**src/rtl/mac_pkg.sv**
```systemverilog
// Shared types and constants for the streamed 3x3 matrix engine.
package mac_pkg;

    typedef enum logic [1:0] {
        OP_MADD = 2'b00,
        OP_MSUB = 2'b01,
        OP_MMUL = 2'b10,
        OP_RSVD = 2'b11
    } op_e;

    typedef enum logic [2:0] {
        S_IDLE,
        S_LOAD_A,
        S_LOAD_B,
        S_COMPUTE,
        S_DRAIN
    } state_e;

    localparam int DEF_VAR_WIDTH = 8;
    localparam int DEF_MAT_SIZE  = 3;
    localparam int NUM_ELEM      = DEF_MAT_SIZE * DEF_MAT_SIZE;

endpackage

```
**src/rtl/mat_alu_step.sv**
```systemverilog
// Single-element arithmetic step: add, subtract or one multiply-accumulate term.
module mat_alu_step
    import mac_pkg::*;
#(
    parameter int VAR_WIDTH = DEF_VAR_WIDTH
) (
    input  logic [VAR_WIDTH-1:0] a,
    input  logic [VAR_WIDTH-1:0] b,
    input  logic [VAR_WIDTH-1:0] acc,
    input  op_e                  op,
    input  logic                 first_k,
    output logic [VAR_WIDTH-1:0] nxt
);

    logic [VAR_WIDTH-1:0] prod;
    logic [VAR_WIDTH-1:0] base;

    // Only the low VAR_WIDTH bits of the product matter under modulo arithmetic.
    assign prod = a * b;
    assign base = first_k ? '0 : acc;

    always_comb begin
        nxt = '0;
        case (op)
            OP_MADD: nxt = a + b;
            OP_MSUB: nxt = a - b;
            OP_MMUL: nxt = base + prod;
            default: nxt = '0;
        endcase
    end

endmodule

```
**src/rtl/mat_stream_engine.sv**
```systemverilog
// Element-streamed matrix engine: loads A then B, computes on one shared ALU, drains R.
module mat_stream_engine
    import mac_pkg::*;
#(
    parameter int VAR_WIDTH = DEF_VAR_WIDTH,
    parameter int MAT_SIZE  = DEF_MAT_SIZE
) (
    input  logic                 clk_i,
    input  logic                 rst_i,
    input  logic                 start_i,
    input  logic [1:0]           opcode_i,
    output logic                 busy_o,
    input  logic                 in_valid_i,
    output logic                 in_ready_o,
    input  logic [VAR_WIDTH-1:0] in_data_i,
    output logic                 out_valid_o,
    input  logic                 out_ready_i,
    output logic [VAR_WIDTH-1:0] out_data_o,
    output logic                 out_last_o,
    output logic                 done_o
);

    localparam int NE = MAT_SIZE * MAT_SIZE;
    localparam int IW = $clog2(NE);
    localparam int CW = $clog2(MAT_SIZE);
    localparam logic [IW-1:0] LAST_E = IW'(NE - 1);
    localparam logic [CW-1:0] LAST_C = CW'(MAT_SIZE - 1);
    localparam logic [IW-1:0] MS     = IW'(MAT_SIZE);

    state_e               state;
    op_e                  op;
    logic [IW-1:0]        cnt;
    logic [IW-1:0]        didx;
    logic [CW-1:0]        row, col, kk;
    logic [VAR_WIDTH-1:0] acc;
    logic [VAR_WIDTH-1:0] alu_nxt;

    logic [VAR_WIDTH-1:0] a_mem [NE];
    logic [VAR_WIDTH-1:0] b_mem [NE];
    logic [VAR_WIDTH-1:0] r_mem [NE];

    logic          is_mul, first_k, last_k, in_hs;
    logic [IW-1:0] a_idx, b_idx, r_idx;

    assign is_mul  = (op == OP_MMUL);
    assign first_k = (kk == '0);
    assign last_k  = !is_mul || (kk == LAST_C);
    assign in_hs   = in_valid_i && in_ready_o;

    // Element-wise ops walk R in row-major order; MMUL adds an inner k loop.
    assign r_idx = IW'(row) * MS + IW'(col);
    assign a_idx = is_mul ? IW'(row) * MS + IW'(kk) : r_idx;
    assign b_idx = is_mul ? IW'(kk) * MS + IW'(col) : r_idx;

    mat_alu_step #(.VAR_WIDTH(VAR_WIDTH)) u_alu (
        .a       (a_mem[a_idx]),
        .b       (b_mem[b_idx]),
        .acc     (acc),
        .op      (op),
        .first_k (first_k),
        .nxt     (alu_nxt)
    );

    assign out_data_o = out_valid_o ? r_mem[didx] : '0;
    assign out_last_o = out_valid_o && (didx == LAST_E);

    // Operand/result storage carries no reset; contents are only read after being written.
    always_ff @(posedge clk_i) begin
        if (state == S_LOAD_A && in_hs) a_mem[cnt] <= in_data_i;
        if (state == S_LOAD_B && in_hs) b_mem[cnt] <= in_data_i;
        if (state == S_COMPUTE && last_k) r_mem[r_idx] <= alu_nxt;
    end

    always_ff @(posedge clk_i) begin
        if (rst_i) begin
            state       <= S_IDLE;
            op          <= OP_MADD;
            cnt         <= '0;
            didx        <= '0;
            row         <= '0;
            col         <= '0;
            kk          <= '0;
            acc         <= '0;
            busy_o      <= 1'b0;
            in_ready_o  <= 1'b0;
            out_valid_o <= 1'b0;
            done_o      <= 1'b0;
        end else begin
            done_o <= 1'b0;
            case (state)
                S_IDLE: begin
                    if (start_i) begin
                        op         <= op_e'(opcode_i);
                        cnt        <= '0;
                        state      <= S_LOAD_A;
                        busy_o     <= 1'b1;
                        in_ready_o <= 1'b1;
                    end
                end
                S_LOAD_A: begin
                    if (in_hs) begin
                        if (cnt == LAST_E) begin
                            cnt   <= '0;
                            state <= S_LOAD_B;
                        end else begin
                            cnt <= cnt + 1'b1;
                        end
                    end
                end
                S_LOAD_B: begin
                    if (in_hs) begin
                        if (cnt == LAST_E) begin
                            cnt        <= '0;
                            state      <= S_COMPUTE;
                            in_ready_o <= 1'b0;
                            row        <= '0;
                            col        <= '0;
                            kk         <= '0;
                        end else begin
                            cnt <= cnt + 1'b1;
                        end
                    end
                end
                S_COMPUTE: begin
                    acc <= alu_nxt;
                    if (last_k) begin
                        kk <= '0;
                        if (col == LAST_C) begin
                            col <= '0;
                            if (row == LAST_C) begin
                                row         <= '0;
                                didx        <= '0;
                                state       <= S_DRAIN;
                                out_valid_o <= 1'b1;
                            end else begin
                                row <= row + 1'b1;
                            end
                        end else begin
                            col <= col + 1'b1;
                        end
                    end else begin
                        kk <= kk + 1'b1;
                    end
                end
                S_DRAIN: begin
                    if (out_ready_i) begin
                        if (didx == LAST_E) begin
                            state       <= S_IDLE;
                            out_valid_o <= 1'b0;
                            busy_o      <= 1'b0;
                            done_o      <= 1'b1;
                        end else begin
                            didx <= didx + 1'b1;
                        end
                    end
                end
                default: state <= S_IDLE;
            endcase
        end
    end

endmodule

```
**config.mk**
```make
export PLATFORM = sky130hd
export DESIGN_NAME = mat_stream_engine
export DESIGN_NICKNAME = d
export VERILOG_FILES = /design/src/rtl/mac_pkg.sv /design/src/rtl/mat_alu_step.sv /design/src/rtl/mat_stream_engine.sv
export SDC_FILE = /design/constraint.sdc
export NUM_CORES = 1
export LEC_CHECK = 0
export BUFFER_PORTS_ARGS = -buffer_cell sky130_fd_sc_hd__buf_4
export CAP_MARGIN = 40
export CELL_PAD_IN_SITES_DETAIL_PLACEMENT = 2
export CELL_PAD_IN_SITES_GLOBAL_PLACEMENT = 2
export CORE_ASPECT_RATIO = 2
export CORE_MARGIN = 2
export CORE_UTILIZATION = 40
export CTS_CLUSTER_DIAMETER = 150
export DETAILED_ROUTE_END_ITERATION = 7
export HOLD_SLACK_MARGIN = 0.08
export PLACE_DENSITY_LB_ADDON = 0.1
export REMOVE_ABC_BUFFERS = 1
export SKIP_LAST_GASP = 1
export SLEW_MARGIN = 20
export SYNTH_ARGS = -nofsm -noshare
export SYNTH_HDL_FRONTEND = slang
export SYNTH_SLANG_ARGS = --single-unit
```
**constraint.sdc**
```tcl
create_clock -name clk_i -period 22.7 [get_ports clk_i]
set_input_delay 2.27 -clock clk_i [delete_from_list [all_inputs] [get_ports clk_i]]
set_output_delay 2.27 -clock clk_i [all_outputs]
set_load 0.005 [all_outputs]
```
==> impl_metrics.json, run 1 <==
{
  "outcome": "completed",
  "hold_buffers": 0,
  "drt-initial-drc-count": 315,
  "drive_above_1_share_pct": 12.9,
  "critPathRequiredTime_ns": 23.13,
  "critPathLaunch": "row[0]$_SDFFE_PP0P_",
  "gp_congestion": 0.779,
  "arrival_ns": 9.11,
  "routed_wl_um": 34800,
  "max_freq_ghz": 0.115,
  "final_area_um2": 14100,
  "seqPwrFrac_pct": 37.6,
  "hpwl_um": 26400,
  "period_minus_slack_ns": 8.69,
  "min-delay-start": "busy_o$_SDFFE_PP0P_",
  "setup_viol": 0,
  "drc": 0,
  "combPwrFrac_pct": 37.4,
  "ys.flop_type": "edfxtp_1",
  "row_count": 91,
  "path_max_fanout": 22,
  "fin_crit_sh_pct": 38.3,
  "synth_edf_count": 216,
  "ys_async_sr_fraction_pct": 0,
  "grt_pass1_wl_um": 53300,
  "post-cts-setup-buffers": 0,
  "syn_to_final_growth_pct": 12.4,
  "fin_tns_setup_ns": 0,
  "synth_area_leader_cell": "edfxtp_1",
  "fin_skew_ns": 0.0223,
  "ir_drop_mv": 0.0696,
  "clk_pin_slew_ns": 0.07,
  "static-leakage-power_nw": 5.10,
  "clkSinkCount": 251,
  "drt-pass1-iter-count": 4,
  "r2r_start": "row[0]$_SDFFE_PP0P_",
  "worstMarginPinSlew_ns": 0.865,
  "clk_path_buf_depth": 3,
  "synthCells": 966,
  "p_sw_share_pct": 33.5,
  "cts_tree": "yes",
  "critPathMaxStageDelay_ns": 0.67,
  "r2r_slack_ns": 14.01,
  "ys_warn_count": 0,
  "synth_cell_types": 74,
  "pwr-share-clk_pct": 25.0,
  "synthTopCellsByArea": "edfxtp_1 52%, dfxtp_1 5.6%, mux2i_1 4.8%",
  "core_um2": 30900,
  "ioPinCount": 28,
  "synth_area_um2": 12500,
  "fp.dieH_um": 254,
  "grt_use_total_pct": 22.0,
  "instances_no_fill": 1446,
  "die_x_um": 129,
  "portBuffers": 27,
  "synth.top_cell.area_share_pct": 51.8,
  "hold_viol": 0,
  "worstSetupEndpointType": "flop",
  "n_antenna_cell": 0,
  "vias": 7812,
  "r2r_end": "acc[7]$_SDFFE_PP0P_",
  "antenna_found_initial": 0,
  "relSlewSlack_pct": 42.1,
  "p_int_mw": 1.03,
  "rsz0062_at_grt": "no",
  "viasPerCell": 5.40,
  "power.density_nw_per_um2": 109,
  "reg2reg_depth": 27,
  "cts-root-buf": "clkbuf_16",
  "nets": 1095,
  "drtAntennaViolNets": 0,
  "post_cts_resize_count": 0,
  "dp.cells": 1403,
  "ys_seq_area_share_pct": 57.3,
  "hold_class": "flop to flop",
  "start_kind": "flop",
  "ys_ff_latch": 251,
  "crit_slowest_cell": "a31oi_1",
  "grt_overflow_total": 0,
  "drv_slew": 0,
  "numCtsBuffers": 23,
  "critical_path_class": "flop to flop",
  "whs_path_depth": 1,
  "grt_max_degree": 31,
  "routedWlPerCell_um": 24.1,
  "holdPathEnd": "busy_o$_SDFFE_PP0P_",
  "switchingPower_mw": 0.516,
  "h-tree-depth": 1,
  "avgSynthCellArea_um2": 13.0,
  "grt_pass1_vias": 8738,
  "cap_violations": 0,
  "dpl-instance-area_um2": 13300,
  "clkLatencyLatePin_ns": 0.54,
  "initial_utilization_pct": 40.6,
  "die_area_um2": 32800
}
## flip-flops by register name (all words and copies together) (netlist names), 2 cells and up, named ones only
signal  cells
row         2
kk          2
state       3
r_mem      72
col         2
a_mem      72
cnt         4
b_mem      72
acc         8
op          2
didx        4
## synthesized netlist by cell type, drive strengths merged, types with 4 or more instances
cell      n
dfxtp    35
clkbuf   21
xor2      5
mux4     24
o21ai    35
buf      12
mux2i    60
nor2     84
o211ai    9
nor3     19
a211oi    7
nand2    65
xnor2    20
mux2     10
nor4      5
o22a      4
o21a      9
a31oi    13
nand3    13
fa       22
inv      66
and2     27
nor2b    14
ha       45
nand3b    4
nand2b   19
a21o      6
or3       5
and3     10
edfxtp  216
a21oi    31
## worst max path at each step
stage | end | slack (ns) | cells after the start
final | acc[7]$_SDFFE_PP0P_ | 14.01 | 27
after global routing | acc[7]$_SDFFE_PP0P_ | 13.51 | 28
after CTS | acc[7]$_SDFFE_PP0P_ | 13.85 | 27
after detailed placement | acc[7]$_SDFFE_PP0P_ | 13.90 | 27
after global placement | acc[7]$_SDFFE_PP0P_ | 14.02 | 27
after floorplan | acc[7]$_SDFFE_PP0P_ | 15.08 | 27
## routing by layer
metal / wire (µm) / GRT usage (%)
met1: 11800 / 21.1
met2: 21600 / 47.3
met3: 648 / 1.74
met4: 793 / 5.87
met5: 0 / 0
## power by group through the flow
stage | sequential, mW | combinational [mW] | clock [mW]
after floorplan | 0.584 | 0.411 | 0
after detailed placement | 0.589 | 0.587 | 0
after global placement | 0.589 | 0.557 | 0
final | 0.579 | 0.577 | 0.385
after CTS | 0.579 | 0.591 | 0.397
after global routing | 0.581 | 0.643 | 0.410
## logic make-up after synthesis
logic type	Yosys count	synth area share [%]
adders and majority gates	68	8.09
buffers and inverters	99	3.28
DFF	251	57.3
xor gates and xnor gates	28	2.29
AOI/OAI and AO/OA	152	8.36
and+or+nand+nor	274	10.6
muxes	94	10.0
## cell type report
class	instances	area (µm²)
Inverter	66	248
Sequential cell	251	7190
Clock buffer	32	629
Clock inverter	8	88.8
Timing Repair Buffer	55	437
Tap cell	418	523
Multi-Input combinational cell	616	4970
Fill cell	3061	16800
## cell usage in the layout, fill, tap and decap left out, types with 4 or more instances in the layout
master / count
a211oi_1: 5
a21o_1: 6
a21oi_1: 30
a31oi_1: 12
and2_1: 25
and3_1: 10
buf_4: 46
clkbuf_1: 7
clkbuf_16: 23
clkinv_1: 4
dfxtp_1: 35
edfxtp_1: 216
fa_1: 22
ha_1: 45
inv_1: 65
mux2_2: 7
mux2i_1: 60
mux4_2: 24
nand2_1: 64
nand2b_1: 19
nand3_1: 13
nand3b_1: 4
nor2_1: 84
nor2b_1: 14
nor3_1: 14
nor3_2: 5
o211ai_1: 9
o21a_1: 9
o21ai_0: 31
o21ai_1: 4
o22a_1: 4
or3_1: 4
xnor2_1: 20
xor2_1: 5
## per-stage QoR
| step | utilization [%] | total power, mW | worst slack (ns) | hold slack, ns |
|---|---|---|---|---|
| after global placement | 42.8 | 1.15 | 14.02 | 0.455 |
| after global routing | 45.6 | 1.63 | 13.51 | 0.512 |
| after floorplan | - | 0.996 | 15.08 | 0.459 |
| after CTS | 45.6 | 1.57 | 13.85 | 0.482 |
| final | 45.6 | 1.54 | 14.01 | 0.478 |
| after detailed placement | 43.2 | 1.18 | 13.90 | 0.465 |
## critical path: cells and delay by family (launching register included)
kind,cells,cell delay (ns)
AOI/OAI and AO/OA,6,1.96
xor gates and xnor gates,5,1.45
buffers and inverters,5,0.36
adders and majority gates,7,3.23
DFF,1,0.44
and+or+nand+nor,3,0.90
muxes,1,0.24
Power figures use the tool's default switching activity.
==> run 2, diff against run 1 <==
==> constraint.sdc (replaced) <==
create_clock -name clk_i -period 7.3 [get_ports clk_i]
set_input_delay 0.73 -clock clk_i [delete_from_list [all_inputs] [get_ports clk_i]]
set_output_delay 0.73 -clock clk_i [all_outputs]
set_load 0.005 [all_outputs]
==> run 2 against run 1 <==
Against the previous run: sequential share of layout area fell by 3.9 points; global-route usage up 1.4 points; critical path type unchanged; combinational power grew to 3.8 times the previous value; final cell count rose by 7.5%; largest cell class unchanged; first-iteration DRC count shrank 9.2%; worst setup slack worse by 14 ns.
==> impl_metrics.json, run 2 (synthesis results as in run 1) <==
{
  "seqPwrFrac_pct": 34.5,
  "grt_pass1_wl_um": 56600,
  "grt_pass1_vias": 9577,
  "numCtsBuffers": 24,
  "fp.dieH_um": 254,
  "worstMarginPinSlew_ns": 0.837,
  "min-delay-start": "opcode_i[1]",
  "layout_commonest_cell": "edfxtp_1",
  "clkSinkCount": 251,
  "worstSetupEndpointType": "flop",
  "clk_path_buf_depth": 3,
  "critical_path_class": "flop to flop",
  "top_regs": "a_mem: 72 flops, b_mem: 72 flops, r_mem: 72 flops",
  "crit_slowest_cell": "fa_1",
  "viasPerCell": 5.30,
  "drv_slew": 0,
  "drt-initial-drc-count": 286,
  "grt_use_total_pct": 23.4,
  "final_area_um2": 15300,
  "holdPathEnd": "op[1]$_SDFFE_PP0P_",
  "ff_latch_area_um2": 7190,
  "p_sw_share_pct": 34.4,
  "fill_cells": 2977,
  "routedWlPerCell_um": 24.0,
  "portBuffers": 27,
  "critPathRequiredTime_ns": 7.72,
  "routed_wl_um": 37400,
  "hold_buffers": 0,
  "hold_viol": 0,
  "static-leakage-power_nw": 5.72,
  "dp.cells": 1491,
  "cap_violations": 0,
  "start_kind": "flop",
  "power.density_nw_per_um2": 341,
  "period_minus_slack_ns": 7.24,
  "clk_pin_slew_ns": 0.07,
  "rsz0062_at_grt": "yes",
  "drt-pass1-iter-count": 4,
  "total_power_mw": 5.21,
  "gp_congestion": 0.832,
  "dpl-instance-area_um2": 14000,
  "hpwl_um": 28200,
  "initial_utilization_pct": 40.6,
  "r2r_start": "col[1]$_SDFFE_PP0P_",
  "antenna_found_initial": 0,
  "die_x_um": 129,
  "n_antenna_cell": 0,
  "pwr-share-clk_pct": 23.8,
  "row_count": 91,
  "path_max_fanout": 6,
  "switchingPower_mw": 1.79,
  "max_freq_ghz": 0.138,
  "r2r_slack_ns": 0.06,
  "cts_tree": "yes",
  "combPwrFrac_pct": 41.7,
  "relSlewSlack_pct": 43.7,
  "critPathLaunch": "col[1]$_SDFFE_PP0P_",
  "cts-root-buf": "clkbuf_16",
  "p_int_mw": 3.42,
  "drc": 0,
  "h-tree-depth": 1,
  "vias": 8247,
  "clkLatencyLatePin_ns": 0.54,
  "setup_viol": 0,
  "whs_path_depth": 3,
  "reg2reg_depth": 29,
  "outcome": "completed",
  "core_um2": 30900,
  "r2r_end": "acc[7]$_SDFFE_PP0P_",
  "fin_tns_setup_ns": 0,
  "hold_class": "primary input to flop",
  "fin_crit_sh_pct": 99.2,
  "grt_max_degree": 31,
  "nets": 1201,
  "grt_overflow_total": 0,
  "arrival_ns": 7.67,
  "critPathMaxStageDelay_ns": 0.56,
  "drive_above_1_share_pct": 26.1,
  "instances_no_fill": 1555,
  "fin_skew_ns": 0.0194,
  "layout_common_cells": "216 x edfxtp_1, 147 x buf_4, 84 x nor2_1",
  "drtAntennaViolNets": 0,
  "multiInputGateArea_um2": 5230,
  "ioPinCount": 28,
  "die_area_um2": 32800,
  "syn_to_final_growth_pct": 21.8,
  "ir_drop_mv": 0.247
}
-- run 2: changes by cell type in the layout (fill, tap and decap cells not counted), sizes merged --
cell	delta
bufbuf	+2
buf	+104
clkdlybuf4s15	-1
clkinvlp	+2
a32o	+1
bufinv	-1
clkbuf	+1
inv	+1
-- run 2: metrics by stage --
stage	util, %	setup slack (ns)	hold WS [ns]
floorplan	-	-0.324	0.459
detailed placement	45.4	-0.724	0.459
global placement	45.1	-0.495	0.456
CTS	48.9	0.00242	0.425
global route	49.5	-0.144	0.442
finish	49.5	0.0579	0.447
-- run 2: worst max-delay path, delay by kind of cell (launching register included) --
kind | cells | cell delay [ns]
flip-flops | 1 | 0.34
multiplexers | 1 | 0.32
adder cells (fa/ha/maj) | 7 | 2.76
XOR/XNOR | 5 | 1.09
AND/OR/NAND/NOR | 2 | 0.43
AO/OA/AOI/OAI | 7 | 1.52
buffers and inverters | 7 | 0.65
-- run 2: repair_timing --
| item | in CTS | in global routing |
|---|---|---|
| setup buffers | 12 | 4 |
| cloned | 3 | 0 |
| resized for setup | 35 | 30 |
| setup endpoints to repair | 10 | 10 |
| pin swaps | 21 | 25 |
-- run 2: power groups by stage --
| stage | clock network (mW) | logic, mW | registers (mW) |
|---|---|---|---|
| floorplan | 0 | 1.28 | 1.82 |
| global placement | 0 | 1.90 | 1.83 |
| detailed placement | 0 | 2.01 | 1.83 |
| CTS | 1.27 | 2.15 | 1.80 |
| global route | 1.32 | 2.40 | 1.80 |
| finish | 1.24 | 2.17 | 1.80 |
-- run 2: per-layer routing --
metal | global-route usage (%) | up-vias | share of wire (%)
met5 | 0 | - | 0
met4 | 10.2 | 0 | 4.9
met3 | 2.35 | 83 | 2.2
met2 | 48.8 | 130 | 60
met1 | 21.8 | 4189 | 32
li1 | - | 3845 | -
-- run 2: worst max-delay path by stage --
stage	slack, ns	depth (start not counted)	end
4_1_cts	0.002	30	acc[7]$_SDFFE_PP0P_
5_1_grt	-0.14	30	acc[7]$_SDFFE_PP0P_
6_report	0.06	29	acc[7]$_SDFFE_PP0P_
3_3_place_gp	-0.49	28	acc[7]$_SDFFE_PP0P_
3_5_place_dp	-0.72	28	acc[7]$_SDFFE_PP0P_
2_1_floorplan	-0.32	27	acc[7]$_SDFFE_PP0P_
-- run 2: layout make-up --
type                       count  area share, %
timing repair buffer         159           8.57
clock inverter                10          0.598
tap                          418           3.43
multi-input combinational    617           34.2
clock buffer                  34           4.45
inverter                      66           1.62
sequential                   251           47.1
==> run 3, diff against run 2 <==
--- a/config.mk
+++ b/config.mk
@@ -11,7 +11,7 @@
 export CELL_PAD_IN_SITES_GLOBAL_PLACEMENT = 2
 export CORE_ASPECT_RATIO = 2
 export CORE_MARGIN = 2
-export CORE_UTILIZATION = 40
+export CORE_UTILIZATION = 41
 export CTS_CLUSTER_DIAMETER = 150
 export DETAILED_ROUTE_END_ITERATION = 7
 export HOLD_SLACK_MARGIN = 0.08
==> run 3 against run 2 <==
Against the previous run: combinational power is 4% higher; critical path depth stayed put; total power is 1.6% higher; count of clock-buffer cells in the layout is 5 lower; critical path type unchanged; largest power group unchanged.
==> impl_metrics.json, run 3 (synthesis results as in run 1) <==
{
  "layout_common_cells": "216 x edfxtp_1, 168 x buf_4, 83 x nor2_1",
  "h-tree-depth": 1,
  "max_freq_ghz": 0.139,
  "fin_crit_sh_pct": 98.7,
  "drive_above_1_share_pct": 27.6,
  "clkLatencyLatePin_ns": 0.54,
  "grt_pass1_wl_um": 58400,
  "die_x_um": 128,
  "period_minus_slack_ns": 7.20,
  "gp_congestion": 0.871,
  "die_area_um2": 32100,
  "core_um2": 30200,
  "outcome": "completed",
  "routedWlPerCell_um": 25.6,
  "reg2reg_depth": 29,
  "rsz0062_at_grt": "yes",
  "path_max_fanout": 6,
  "critPathMaxStageDelay_ns": 0.57,
  "ioPinCount": 28,
  "syn_to_final_growth_pct": 22.1,
  "initial_utilization_pct": 41.5,
  "nets": 1221,
  "worstMarginPinSlew_ns": 0.865,
  "row_count": 90,
  "grt_overflow_total": 0,
  "setup_viol": 0,
  "r2r_start": "kk[0]$_SDFFE_PP0P_",
  "top_regs": "a_mem: 72 flops, b_mem: 72 flops, r_mem: 72 flops",
  "fin_skew_ns": 0.0159,
  "worst_slack_ns": 0.0953,
  "routed_wl_um": 39000,
  "arrival_ns": 7.64,
  "drv_slew": 0,
  "fin_tns_setup_ns": 0,
  "viasPerCell": 5.57,
  "static-leakage-power_nw": 5.76,
  "grt_pass1_vias": 9656,
  "clk_pin_slew_ns": 0.07,
  "r2r_slack_ns": 0.1,
  "crit_slowest_cell": "fa_1",
  "drt-pass1-iter-count": 4,
  "worstSetupEndpointType": "flop",
  "r2r_end": "acc[7]$_SDFFE_PP0P_",
  "cts-root-buf": "clkbuf_16",
  "grt_use_total_pct": 24.5,
  "hpwl_um": 29100,
  "ir_drop_mv": 0.229,
  "clkSinkCount": 251,
  "grt_max_degree": 31,
  "power.density_nw_per_um2": 346,
  "n_antenna_cell": 0,
  "portBuffers": 27,
  "fp.dieH_um": 251,
  "clk_path_buf_depth": 3,
  "numCtsBuffers": 23,
  "layout_commonest_cell": "edfxtp_1",
  "drtAntennaViolNets": 0,
  "critPathRequiredTime_ns": 7.74,
  "cap_violations": 0,
  "hold_class": "primary input to flop",
  "critPathLaunch": "kk[0]$_SDFFE_PP0P_",
  "dp_slack_ns": -0.677,
  "drc": 0,
  "hold_viol": 0,
  "cts_tree": "yes",
  "antenna_found_initial": 0,
  "relSlewSlack_pct": 41.8,
  "start_kind": "flop",
  "drt-initial-drc-count": 236,
  "vias": 8473,
  "critical_path_class": "flop to flop",
  "endpoint": "acc[7]$_SDFFE_PP0P_"
}
==> run 3: cell count changes in the layout (fill, tap and decap cells not counted), moves of 3 or more <==
cell / previous run / this run
inv_1: 56 / 51
buf_12: 5 / 2
buf_4: 147 / 168
mux2i_2: 2 / 5
nand2_2: 6 / 3
buf_6: 1 / 5
inv_2: 10 / 13
==> run 3: how the worst min path moves through the flow <==
stage / cells after the start / slack [ns] / end / startpoint
2_1_floorplan: 2 / 0.46 / kk[0]$_SDFFE_PP0P_ / kk[0]$_SDFFE_PP0P_
3_3_place_gp: 1 / 0.46 / busy_o$_SDFFE_PP0P_ / busy_o$_SDFFE_PP0P_
3_5_place_dp: 1 / 0.46 / busy_o$_SDFFE_PP0P_ / busy_o$_SDFFE_PP0P_
4_1_cts: 3 / 0.44 / op[1]$_SDFFE_PP0P_ / opcode_i[1]
5_1_grt: 3 / 0.46 / done_o$_SDFF_PP0_ / out_ready_i
6_report: 3 / 0.46 / op[1]$_SDFFE_PP0P_ / opcode_i[1]
==> run 3: worst max-delay path: cells and delay by family, from the launching register on <==
family / cells / cell delay (ns)
buffers and inverters: 6 / 0.44
AO/OA/AOI/OAI: 7 / 1.67
flip-flops: 1 / 0.34
multiplexers: 1 / 0.32
adder cells (fa/ha/maj): 8 / 2.77
AND/OR/NAND/NOR: 2 / 0.44
XOR/XNOR: 5 / 1.13
==> run 3: what timing repair did <==
action	CTS	global route
endpoints found under the setup margin	10	19
cloned	1	1
hold buffers	0	0
pin swaps	14	37
resized for setup	20	58
buffers inserted	21	12
==> run 3: cell type report <==
| type | instances | area [µm²] |
|---|---|---|
| sequential | 251 | 7190 |
| inverter | 66 | 253 |
| clock inverter | 11 | 138 |
| multi-input combinational | 617 | 5250 |
| clock buffer | 29 | 598 |
| timing repair buffer | 180 | 1410 |
| tap | 368 | 460 |
| fill | 2897 | 14900 |
==> run 3: metrics by stage <==
step	hold slack, ns	cells	utilization (%)	power (mW)	area, µm²
floorplan	0.459	933	-	3.10	12400
global placement	0.455	1435	46.0	3.73	13900
detailed placement	0.460	1447	46.3	3.85	14000
CTS	0.442	1509	49.6	5.23	15000
global route	0.458	1522	50.7	5.60	15300
finish	0.459	1522	50.7	5.29	15300
==> run 3: where the power goes <==
group	total, mW	switching [mW]	internal [mW]
Sequential	1.80	0.0340	1.76
Combinational	2.26	1.27	0.996
Clock	1.24	0.548	0.689
==> run 3: metal layers <==
| metal | routed length [µm] | vias to the layer above | track usage (%) |
|---|---|---|---|
| li1 | - | 3883 | - |
| met3 | 654 | 77 | 1.87 |
| met2 | 23800 | 120 | 51.9 |
| met1 | 13000 | 4393 | 23.2 |
| met5 | 0 | - | 0 |
| met4 | 1540 | 0 | 9.36 |
